**src/rtl/regfile_port_arbiter.sv**
```systemverilog
// regfile_port_arbiter: shares the register file between the core and a debug requester
//
// The core owns the register file with zero-latency passthrough. A debug request
// stalls the core for one cycle (byte access or pair read) or two cycles (pair
// write). A request waiting behind a busy core is granted after at most
// STARVE_MAX cycles.
//
// Optional feature macro: RF_ARB_WPROT_EN
//   When defined, a debug write that targets a register with its WPROT_MASK bit
//   set issues no write enable and returns dbg_err with dbg_ack.
//   When undefined, WPROT_MASK is ignored and dbg_err is tied to 0.
//
// Ports:
//   clk, reset                  clock (rising edge), asynchronous active-low reset
//   core_*                      core register-file request (valid, selects, we, move, add, const, din)
//   core_stall                  registered; core must hold its request while high
//   rf_*                        register-file control outputs and A/B read data inputs
//   dbg_req/we/pair/addr/wdata  debug request, held high until dbg_ack
//   dbg_ack/rdata/err           one-cycle completion pulse, held read data, write-refused flag
module regfile_port_arbiter #(
    parameter int          STARVE_MAX = 8,
    parameter logic [15:0] WPROT_MASK = 16'h0000
) (
    input  logic        clk,
    input  logic        reset,
    input  logic        core_valid,
    input  logic [3:0]  core_a_sel,
    input  logic [3:0]  core_b_sel,
    input  logic        core_we,
    input  logic        core_move,
    input  logic        core_add,
    input  logic [8:0]  core_const,
    input  logic [7:0]  core_din,
    output logic        core_stall,
    output logic [3:0]  rf_a_sel,
    output logic [3:0]  rf_b_sel,
    output logic        rf_we,
    output logic        rf_move,
    output logic        rf_add,
    output logic [8:0]  rf_const,
    output logic [7:0]  rf_din,
    input  logic [7:0]  rf_outA,
    input  logic [7:0]  rf_outB,
    input  logic        dbg_req,
    input  logic        dbg_we,
    input  logic        dbg_pair,
    input  logic [3:0]  dbg_addr,
    input  logic [15:0] dbg_wdata,
    output logic        dbg_ack,
    output logic [15:0] dbg_rdata,
    output logic        dbg_err
);
    localparam int CW = (STARVE_MAX < 1) ? 1 : $clog2(STARVE_MAX + 1);

    typedef enum logic [2:0] {IDLE, WAIT, XFER_LO, XFER_HI, ACK} state_t;

    state_t         state_q, state_d;
    logic [CW-1:0]  cnt_q, cnt_d;
    logic           we_q, pair_q;
    logic [3:0]     addr_q;
    logic [15:0]    wdata_q;
    logic [15:0]    rdata_q;
    logic           stall_q, ack_q;
    logic           prot;
    logic           dbg_own, hi;
    logic [3:0]     even_addr, odd_addr;

    assign even_addr = {addr_q[3:1], 1'b0};
    assign odd_addr  = {addr_q[3:1], 1'b1};

`ifdef RF_ARB_WPROT_EN
    logic err_q;
    // a pair write is refused if either byte of the pair is protected
    assign prot    = pair_q ? (WPROT_MASK[even_addr] | WPROT_MASK[odd_addr]) : WPROT_MASK[addr_q];
    assign dbg_err = err_q;
    always_ff @(posedge clk or negedge reset) begin
        if (!reset) err_q <= 1'b0;
        else        err_q <= (state_d == ACK) && we_q && prot;
    end
`else
    logic unused_wprot;
    assign unused_wprot = ^WPROT_MASK;
    assign prot         = 1'b0;
    assign dbg_err      = 1'b0;
`endif

    // state register and debug datapath registers
    always_ff @(posedge clk or negedge reset) begin
        if (!reset) begin
            state_q <= IDLE;
            cnt_q   <= '0;
            we_q    <= 1'b0;
            pair_q  <= 1'b0;
            addr_q  <= '0;
            wdata_q <= '0;
            rdata_q <= '0;
            stall_q <= 1'b0;
            ack_q   <= 1'b0;
        end else begin
            state_q <= state_d;
            cnt_q   <= cnt_d;
            stall_q <= (state_d == XFER_LO) || (state_d == XFER_HI);
            ack_q   <= state_d == ACK;
            if (state_d == XFER_LO) begin
                we_q    <= dbg_we;
                pair_q  <= dbg_pair;
                addr_q  <= dbg_addr;
                wdata_q <= dbg_wdata;
            end
            if (state_q == XFER_LO && !we_q)
                rdata_q <= pair_q ? {rf_outB, rf_outA} : {8'h00, rf_outA};
        end
    end

    // next-state logic
    always_comb begin
        state_d = state_q;
        cnt_d   = cnt_q;
        case (state_q)
            IDLE: if (dbg_req) begin
                if (!core_valid || STARVE_MAX == 0) state_d = XFER_LO;
                else begin
                    state_d = WAIT;
                    cnt_d   = CW'(1);
                end
            end
            WAIT: if (!dbg_req) begin
                state_d = IDLE;
                cnt_d   = '0;
            end else if (!core_valid || cnt_q == CW'(STARVE_MAX)) begin
                state_d = XFER_LO;
                cnt_d   = '0;
            end else begin
                cnt_d   = cnt_q + CW'(1);
            end
            XFER_LO: state_d = (we_q && pair_q) ? XFER_HI : ACK;
            XFER_HI: state_d = ACK;
            default: state_d = IDLE;
        endcase
    end

    // output logic; write-type strobes are forced low while reset is asserted
    always_comb begin
        dbg_own  = (state_q == XFER_LO) || (state_q == XFER_HI);
        hi       = state_q == XFER_HI;
        rf_a_sel = dbg_own ? (hi ? odd_addr : (pair_q ? even_addr : addr_q)) : core_a_sel;
        rf_b_sel = dbg_own ? odd_addr : core_b_sel;
        rf_we    = reset && (dbg_own ? (we_q && !prot) : (core_valid && core_we));
        rf_move  = reset && !dbg_own && core_valid && core_move;
        rf_add   = reset && !dbg_own && core_valid && core_add;
        rf_const = dbg_own ? 9'h000 : core_const;
        rf_din   = dbg_own ? (hi ? wdata_q[15:8] : wdata_q[7:0]) : core_din;
    end

    assign core_stall = stall_q;
    assign dbg_ack    = ack_q;
    assign dbg_rdata  = rdata_q;
endmodule

```
**config.mk**
```make
export PLATFORM = sky130hd
export DESIGN_NAME = regfile_port_arbiter
export DESIGN_NICKNAME = d
export VERILOG_FILES = /design/src/rtl/regfile_port_arbiter.sv
export SDC_FILE = /design/constraint.sdc
export NUM_CORES = 1
export LEC_CHECK = 0
export ABC_CLOCK_PERIOD_IN_PS = 4100
export BUFFER_PORTS_ARGS = -buffer_cell sky130_fd_sc_hd__clkbuf_2
export CORE_MARGIN = 4
export CORE_UTILIZATION = 44
export CTS_CLUSTER_SIZE = 20
export DETAILED_ROUTE_END_ITERATION = 6
export GPL_TIMING_DRIVEN = 0
export MAX_ROUTING_LAYER = met4
export PLACE_DENSITY = 0.77
export SLEW_MARGIN = 20
export SYNTH_ARGS = -nofsm -noshare
export SYNTH_HDL_FRONTEND = slang
export SYNTH_SLANG_ARGS = --single-unit
```
**constraint.sdc**
```tcl
create_clock -name clk -period 4.1 [get_ports clk]
set_clock_uncertainty 0.1 [all_clocks]
set_input_delay 0.615 -clock clk [delete_from_list [all_inputs] [get_ports clk]]
set_output_delay 0.615 -clock clk [all_outputs]
set_load 0.02 [all_outputs]
```
==> qor.yml <==
timing:
  hold_ws_ns: 0.248
  final_hold_viol_count: 0
  rsz0062_at_grt: "no"
  layout_setup_ws_ns: 1.27
  finalMaxSlewViolations: 0
  fin_crit_sh: 0.689
  worst_slew_margin_rel: 0.553
  finalSetupTns_ns: 0
  fmax_mhz: 354
  setup_viol: 0
  finalCriticalPeriod_ns: 2.83
  tightest_slew_ns: 0.671
clock_tree:
  cts_setup_buffers: 0
  cts_inserted_buffers: 5
  cts_max_level: 2
  cts_sinks: 47
  ctsResizeCount: 0
  cts_buffer_depth: 2
  cts_tree: "built"
  cts_root_buffer: "clkbuf_8"
  clk_latency_ns: 0.30
  ctsHoldBuffers: 0
  path_clk_slew_ns: 0.09
routing:
  viasPerCell: 4.81
  firstDrtPassIters: 4
  post-route-drc-count: 0
  drtAntennaViolNets: 0
  drt-total-wl_mm: 5.62
  vias: 1956
  drtIter0Drc: 93
  wl_per_cell_um: 13.8
finish:
  layout-drive-gt1-share: 0.481
  fill_cells: 464
  nets: 408
  n_antenna_cell: 0
  syn_to_final_growth_pct: 32.0
floorplan:
  die_w_um: 80.9
  initial_core_util: 0.455
  placementRows: 26
  die_y_um: 80.9
  die_area_mm2: 0.00655
  coreArea_mm2: 0.00514
  ios: 117
synth:
  synth_most_common_cell: "dfrtp_1"
  synth_area_leaders: "dfrtp_1 (50%), mux2_2 (12%), nand2_1 (7.2%), o21ai_0 (3.9%), mux2i_1 (3.4%)"
  ys_seq_area_frac: 0.503
  yosysTopAreaCell: "dfrtp_1"
  synth_top_area_frac: 0.503
  synth_edf_count: 0
  synth.net_count: 287
  ys.flop_type: "dfrtp_1"
  synthCells: 215
  ys_warn_count: 0
  avgSynthCellArea_um2: 10.9
  synthTopCellsByCount: "dfrtp_1 (47), nand2_1 (45), mux2_2 (25)"
  yosysUniqueCellTypes: 35
  async_flop_share: 1.00
  syn_area_mm2: 0.00234
  yosys_register_bits: 47
setup_path:
  crit_path_cell_trace: "buf_2 -> nand2b_1 -> clkbuf_1 -> clkbuf_1 -> nand2_1 -> o21ai_0 -> clkbuf_2"
  cp_slowest_cell: "clkbuf_1"
  worstPathMaxFanout: 10
  worstPathArrival_ns: 2.11
  critPathKind: "reg2out"
  setup.worst_path.start: "state_q[2]"
  start_kind: "flip-flop"
  required_ns: 3.38
  r2r_start: "cnt_q[0]"
  cp_common_cell: "clkbuf_1"
  critPathMaxStageDelay_ns: 0.44
  cp-end-kind: "primary output"
placed_design:
  dp_hpwl_mm: 4.36
  dp_slack_ns: 1.61
  io_buffers: 114
  finalWeightedCongestion: 0.845
power:
  finalPower_mw: 1.88
  max-vdd-ir-drop_uv: 317
  pwr_density_cell_mw_per_mm2: 607
  power.leakage_nw: 1.64
global_route:
  antenna_found_initial: 0
  first_global_vias: 1986
  grt_use_total: 0.187
  grt_first_pass_wirelength_mm: 9.07
  grt_max_degree: 51
  gr-total-overflow: 0
run_status:
  outcome: "finished clean"
run:
  drv_cap: 0
min_path:
  hold_class: "in2async"
-- placed cells by master (no fill, tap or decap), types with 2 or more instances in the layout --
cell type	count
nand2b_1	2
buf_2	3
nor2b_1	3
nand2_1	45
a31oi_1	2
mux2_2	25
and2_1	9
mux2i_1	8
and4_1	2
dfrtp_1	47
clkinv_2	2
a21o_1	3
o21ai_0	18
inv_1	4
buf_6	3
o2bb2ai_1	2
nand3_1	3
ha_1	2
buf_4	2
nor2_1	3
clkbuf_2	113
clkbuf_8	5
mux2_4	4
mux2_1	2
a21oi_1	3
clkbuf_1	8
-- worst max-delay path, delay by kind of cell, from the launching register on --
kind	cells	cell delay (ns)
compound gates	1	0.08
simple gates	2	0.26
flops	1	0.33
buf+inv	4	1.13
-- layer usage --
metal  routed length, um  global-route usage  up-vias  share of wire
li1                    -                   -      972              -
met1                2240               0.225      917           0.40
met2                2970               0.311       58           0.53
met3                 302              0.0432        9          0.054
met4                 105              0.0608        0          0.019
met5                   0                   -        -              0
-- cell families after synthesis --
group,after synthesis,share of synthesized area
buffers and inverters,20,0.0465
AND/OR/NAND/NOR,75,0.162
flip-flops,47,0.503
other,1,0.00160
AO/OA/AOI/OAI,31,0.0866
adder cells (fa/ha/maj),2,0.0107
multiplexers,39,0.190
-- through the flow --
| step | std cells | cell area (um^2) | util |
|---|---|---|---|
| final | 407 | 3090 | 0.601 |
| after global routing | 407 | 3090 | 0.601 |
| after CTS | 407 | 3090 | 0.601 |
| after global placement | 399 | 3000 | 0.583 |
| after floorplan | 215 | 2340 | - |
| after detailed placement | 399 | 3000 | 0.584 |
-- sequential cells by signal, summed over array words and instances (netlist names) --
name,flops
addr_q,4
dbg_rdata,16
wdata_q,16
dbg_ack,1
state_q,3
cnt_q,4
pair_q,1
we_q,1
core_stall,1
-- final cells by class --
type	instances	area (um^2)	share of cell area
plain buffers	16	93.8	0.0304
clock inverters	3	18.8	0.00608
well taps	70	87.6	0.0284
flip-flops and latches	47	1180	0.381
repair buffers	114	573	0.186
multi-input cells	148	1050	0.342
clock buffers	5	68.8	0.0223
inverters	4	15.0	0.00486
-- worst paths after layout --
check / to / slack [ns] / depth (start not counted)
max in group asynchronous: wdata_q[2] / 3.19 / 1
min: dbg_rdata[15] / 0.25 / 1
max: rf_din[6] / 1.27 / 7
max reg2reg: addr_q[0] / 1.77 / 6
min in group clk: dbg_rdata[14] / 0.39 / 2
min reg2reg: dbg_rdata[14] / 0.39 / 2
-- power breakdown --
group / switching, mW / leakage [nW] / internal (mW) / total, mW
clock network: 0.159 / 0.0483 / 0.120 / 0.279
logic: 0.483 / 1.02 / 0.358 / 0.841
registers: 0.103 / 0.573 / 0.651 / 0.755
Note: power is estimated with default switching activity, not from simulation.
